==> src/rtl/pipe_stall_ctrl.sv <==
// rtl/pipe_stall_ctrl.sv - pipeline stall bus and multi-cycle EX sequencer for the 5-stage core
// Optional macro PIPE_STALL_CTRL_MUL_MC_EN: multiply also runs through the multi-cycle FSM.
module pipe_stall_ctrl #(
  parameter int DIV_CYCLES = 32,
  parameter int MUL_CYCLES = 4
) (
  input  logic       clk,
  input  logic       rst,
  input  logic       stallreq_id,
  input  logic       mc_start,
  input  logic       mc_kind,
  output logic [5:0] stall,
  output logic       mc_first,
  output logic       mc_step,
  output logic       mc_done,
  output logic       mc_busy,
  output logic [5:0] mc_cnt
);

  typedef enum logic [1:0] {
    ST_IDLE,
    ST_BUSY,
    ST_DONE
  } state_t;

  localparam logic [5:0] STALL_NONE = 6'b000000;
  localparam logic [5:0] STALL_ID   = 6'b000111;
  localparam logic [5:0] STALL_EX   = 6'b001111;
  localparam logic [5:0] DIV_N      = 6'(DIV_CYCLES);
  localparam logic [5:0] MUL_N      = 6'(MUL_CYCLES);
  localparam logic [5:0] CNT_MAX    = 6'd63;

  state_t     state_q, state_d;
  logic [5:0] cnt_q, cnt_d;
  logic       kind_q, kind_d;
  logic [5:0] n_sel;
  logic       mc_accept;
  logic [5:0] stall_c;
  logic       first_c, step_c, done_c;

`ifdef PIPE_STALL_CTRL_MUL_MC_EN
  assign mc_accept = mc_start;
`else
  // Single-cycle multiply: only divides enter the FSM, so kind_q is always 1 here.
  assign mc_accept = mc_start & mc_kind;
`endif

  assign n_sel = kind_q ? DIV_N : MUL_N;

  always_comb begin
    state_d = state_q;
    cnt_d   = cnt_q;
    kind_d  = kind_q;
    stall_c = STALL_NONE;
    first_c = 1'b0;
    step_c  = 1'b0;
    done_c  = 1'b0;
    case (state_q)
      ST_IDLE: begin
        if (mc_accept) begin
          first_c = 1'b1;
          stall_c = STALL_EX;
          cnt_d   = 6'd0;
          kind_d  = mc_kind;
          state_d = ST_BUSY;
        end else if (stallreq_id) begin
          stall_c = STALL_ID;
        end
      end
      ST_BUSY: begin
        // EX holds the older instruction, so the load-use request is masked.
        step_c  = 1'b1;
        stall_c = STALL_EX;
        if (cnt_q != CNT_MAX) cnt_d = cnt_q + 6'd1;
        if (({1'b0, cnt_q} + 7'd1) == {1'b0, n_sel}) state_d = ST_DONE;
      end
      ST_DONE: begin
        // mc_start still belongs to the finishing instruction; do not restart.
        done_c  = 1'b1;
        if (stallreq_id) stall_c = STALL_ID;
        state_d = ST_IDLE;
      end
      default: state_d = ST_IDLE;
    endcase
  end

  always_ff @(posedge clk) begin
    if (rst) begin
      state_q <= ST_IDLE;
      cnt_q   <= 6'd0;
      kind_q  <= 1'b0;
    end else begin
      state_q <= state_d;
      cnt_q   <= cnt_d;
      kind_q  <= kind_d;
    end
  end

  // Reset forces every output low in the same cycle, whatever the inputs.
  assign stall    = rst ? STALL_NONE : stall_c;
  assign mc_first = ~rst & first_c;
  assign mc_step  = ~rst & step_c;
  assign mc_done  = ~rst & done_c;
  assign mc_busy  = ~rst & (state_q != ST_IDLE);
  assign mc_cnt   = rst ? 6'd0 : cnt_q;

endmodule

==> config.mk <==
export PLATFORM = sky130hd
export DESIGN_NAME = pipe_stall_ctrl
export DESIGN_NICKNAME = d
export VERILOG_FILES = /design/src/rtl/pipe_stall_ctrl.sv
export SDC_FILE = /design/constraint.sdc
export NUM_CORES = 1
export LEC_CHECK = 0
export ABC_AREA = 1
export ABC_CLOCK_PERIOD_IN_PS = 2550
export BUFFER_PORTS_ARGS = -buffer_cell sky130_fd_sc_hd__buf_2
export CAP_MARGIN = 40
export CORE_AREA = 8 8 45 47
export CTS_BUF_LIST = sky130_fd_sc_hd__clkbuf_4 sky130_fd_sc_hd__clkbuf_8 sky130_fd_sc_hd__clkbuf_16
export CTS_CLUSTER_DIAMETER = 30
export DETAILED_ROUTE_END_ITERATION = 8
export DIE_AREA = 0 0 53 55
export PLACE_DENSITY_LB_ADDON = 0.12
export SYNTH_ARGS = -nofsm -noshare
export SYNTH_HDL_FRONTEND = slang
export SYNTH_SLANG_ARGS = --single-unit
export TNS_END_PERCENT = 10
==> constraint.sdc <==
create_clock -name clk -period 2.55 [get_ports clk]
set_input_delay 0.1275 -clock clk [delete_from_list [all_inputs] [get_ports clk]]
set_output_delay 0.1275 -clock clk [all_outputs]
set_load 0.03 [all_outputs]
After elaboration in Yosys (flattened, before gate mapping). Cells that the tools add are included. W data, S select, Z words.

Flip-flop bits (word level): 9. Bits of input ports: 5. Output and inout bits: 16. Logic and storage cells: 40.

Add/sub/neg operators: 2. Equality and inequality tests: 7. Multiplexer cells: 16. Bitwise gates (word level): 6. Reductions and logical operators: 6.

Operators with widths (number): $mux W6 (5); $pmux W4 S3 (1); $pmux W6 S2 (1); $add A6 B1 Y7 const B (1); $eq A7 B6 Y1 (1); $add A6 B1 Y6 const B (1); $ne A2 B2 Y1 const B (3); $ne A6 B6 Y1 const B (1); $and A1 B1 Y1 (5); $mux W1 (4); $mux W2 (2); $mux W4 (1); $pmux W2 S2 (1); $reduce_and A2 Y1 (2); $reduce_bool A2 Y1 (2); $mux W3 (1); $reduce_and A3 Y1 (1); $eq A2 B1 Y1 const B (1); $eq A2 B2 Y1 const B (1); $logic_not A2 Y1 (1); $not A1 Y1 (1).

Depth between registers and ports, before layout.
Word-level depth: 4. Mapped depth: 10.

Least setup slack after synthesis. No wires, ideal clock.

Path kind: register -> output. From: register state_q[0]. To: output stall[1]. Data arrival time: 1.639 ns. Required time: 2.423 ns. Path slack: 0.783 ns. Stages on the path, launching flop included: 8. Buffers on the path: 1. Cells stage by stage: dfxtp_1 inv_1 nor2_1 inv_1 nor2_1 nor2_1 nand2_1 buf_4.

Cells in the longest elaborated chain, start to end: 3.

RTL lines: start: declaration (RTL line 33) `state_t state_q, state_d;`; start signal: assignment (RTL line 93) `state_q <= state_d;`; $eq A2 B2 Y1 (tied with other cells) (RTL line 58) `case (state_q)`; $pmux W4 S3 (*) (RTL line 58); $mux W6 (*) (RTL line 100) `assign stall = rst ? STALL_NONE : stall_c;`; end: declaration (RTL line 12) `output logic [5:0] stall,`.

Every way passes the cells marked *; elsewhere a longest branch is shown, timed or not.

Final worst setup path.
From: register state_q[0]. To: output stall[0].

Same word-level chain as after synthesis.

==> metrics <==
Synth area leaders=dfxtp_1 29%, nand2_1 16%, inv_1 12%; commonest non-fill, non-tap cell in the layout=nand2_1; WL per Instance=10.9 um; Die H=55 um; clock share of power=0.358; Power per Cell Area=473 mW/mm2; Routed WL=approximately 1500 um; share of power burned in combinational logic=0.207; die footprint=0.00292 mm2; CP endpoint kind=output port; number of port buffers=18; Post-Synthesis Cell Area=613 um2; NetSw=0.107 mW; Inst Count DP=around 130; Finished Layout Cells=~140; reg-to-reg startpoint=cnt_q[1]$_SDFFE_PP0P_; total power=0.342 mW; CP arrival=1.44 ns; first-pass GRT wire length=2350 um; drt first pass iters=5; grt total ovfl=0; Inserted Clock Buffers=3; Worst Skew=0.00592 ns; Post-DRT Antenna Nets=0; post-DP HPWL=between 1000 and 1500 um; Syn Area/Cell=around 6.0 um2; clock buffer depth=2; row cnt=14; FF+latch count, synth=9; CTS H-tree lvls=1; GRT Util Overall=0.110; fin crit period=1.57 ns; top cell type's share of synthesized area=0.294; Initial Utilization=0.443; Worst-Skew Late Latency=roughly 0.26 ns; Top Ports=21; hold buffer count at cts=0; clock-pin slew on the worst setup and hold paths=0.06 ns; hold depth=2; Clock Sinks=9; Via-to-Cell Ratio=4.72; post-synth cell types=17; worst min path class=input pin to register; fmax=between 0.6 and 0.7 GHz; Most Crowded Layer GR=met2; Final setup viols=0; Post-Syn Instances=102; Reg2Reg Setup Slack=~1.2 ns; GRT met3 Usage=0.0642; Final Wtd Congestion=0.832; hold path start=rst; most frequent cells in the layout=26 x nand2_1, 19 x inv_1, 18 x buf_2; Hold EP=kind_q$_SDFFE_PP0P_; vias=approximately 640; CTS tree=yes; Die W=53 um; final hold vios=0; Iteration-0 DRC Markers=10; reg2reg path depth=10; share of post-route cells with drive strength above 1=0.242; RSZ-0062 raised after global routing=false; Pins Over Slew Limit=0; Area growth syn-to-layout=17.8%; RR Endpoint=state_q[0]$_SDFFE_PP0P_; status=complete, no violations; Synth area leader=dfxtp_1; ANT cells=0; nets@finish=127; Crit Path Max Fanout=4; share of power burned in registers=0.435; final period utilization=0.616; # DRC=0; max cap viols=0; sequential fraction of the synthesis area=0.294; internal power=between 0.2 and 0.25 mW; Required @ worst endpoint=around 2.4 ns; post-cts sizing count=0; Crit Path Category=register to output port; Ys Warns=0; Clk Tree Root Cell=clkbuf_4; maximum vdd drop=between 200 and 250 uV; leakage power=approximately 0.38 nW; post-CTS setup buffer count=0; setup TNS=0 ns; largest net degree at the start of global routing=12; met1 GRT Util=0.112; antenna violations before repair=0; critical path launch point type=register; number of global-route vias before repair=around 570; core area=around 0.0014 mm2; GR Util met2=0.186; Sw Share=0.314
-- area by class of cell --
class,count,area (um2)
multi-input cells,70,330
inverters,19,71.3
fillers,160,662
well taps,16,20.0
flip-flops and latches,9,180
clock buffers,4,30.0
repair buffers,18,90.1
-- critical path: stages (launching register included) --
cell	delay [ns]
dfxtp_1	0.35
inv_1	0.06
nor2_1	0.09
inv_1	0.07
nor2_1	0.22
nor2_1	0.10
nand2_1	0.09
buf_2	0.20
-- worst max-delay path by stage --
stage | startpoint | endpoint | slack (ns) | cells after the start
after CTS | state_q[0]$_SDFFE_PP0P_ | stall[0] | 0.94 | 7
after detailed placement | cnt_q[1]$_SDFFE_PP0P_ | state_q[0]$_SDFFE_PP0P_ | 1.15 | 10
final | state_q[0]$_SDFFE_PP0P_ | stall[0] | 0.98 | 7
after global placement | cnt_q[0]$_SDFFE_PP0P_ | state_q[0]$_SDFFE_PP0P_ | 1.17 | 10
after global routing | state_q[0]$_SDFFE_PP0P_ | stall[0] | 0.80 | 7
after floorplan | state_q[0]$_SDFFE_PP0P_ | stall[1] | 0.78 | 7
-- per-layer routing --
metal,part of all wire,up-vias
li1,-,342
met1,0.42,272
met2,0.45,26
met3,0.13,2
met4,0.0034,0
met5,0,-
-- cell usage after synthesis, drive strengths merged --
library cell / n
o21ai: 7
nand2: 28
nand3: 9
buf: 5
ha: 1
a21oi: 2
nor2: 19
conb: 1
a31oi: 1
dfxtp: 9
inv: 19
nand4: 1
-- power groups by stage --
stage                     combinational [mW]  clock [mW]  sequential (mW)
after global placement                0.0715           0            0.152
after CTS                             0.0718       0.129            0.149
after global routing                  0.0775       0.140            0.149
after detailed placement              0.0716           0            0.152
final                                 0.0708       0.122            0.149
after floorplan                       0.0602           0            0.151
-- state kept, by name, indices dropped and copies added, names as in the netlist --
register,count
cnt_q,6
kind_q,1
state_q,2
-- cell families (layout without fill, tap and decap cells) --
logic type                 Yosys count  after routing  synth area share
adders and majority gates            1              1            0.0204
and+or+nand+nor                     57             57             0.412
other                                1              2           0.00612
buffers and inverters               24             41             0.173
DFF                                  9              9             0.294
AOI/OAI and AO/OA                   10             10            0.0939
-- metrics by stage --
stage	utilization	area, um2	worst slack (ns)	hold WS (ns)
detailed placement	0.500	692	1.15	0.468
finish	0.522	722	0.980	0.186
global route	0.522	722	0.802	0.200
floorplan	-	617	0.783	0.356
global placement	0.500	692	1.17	0.473
CTS	0.522	722	0.943	0.179
No activity file was read; power rests on OpenSTA's default activity.
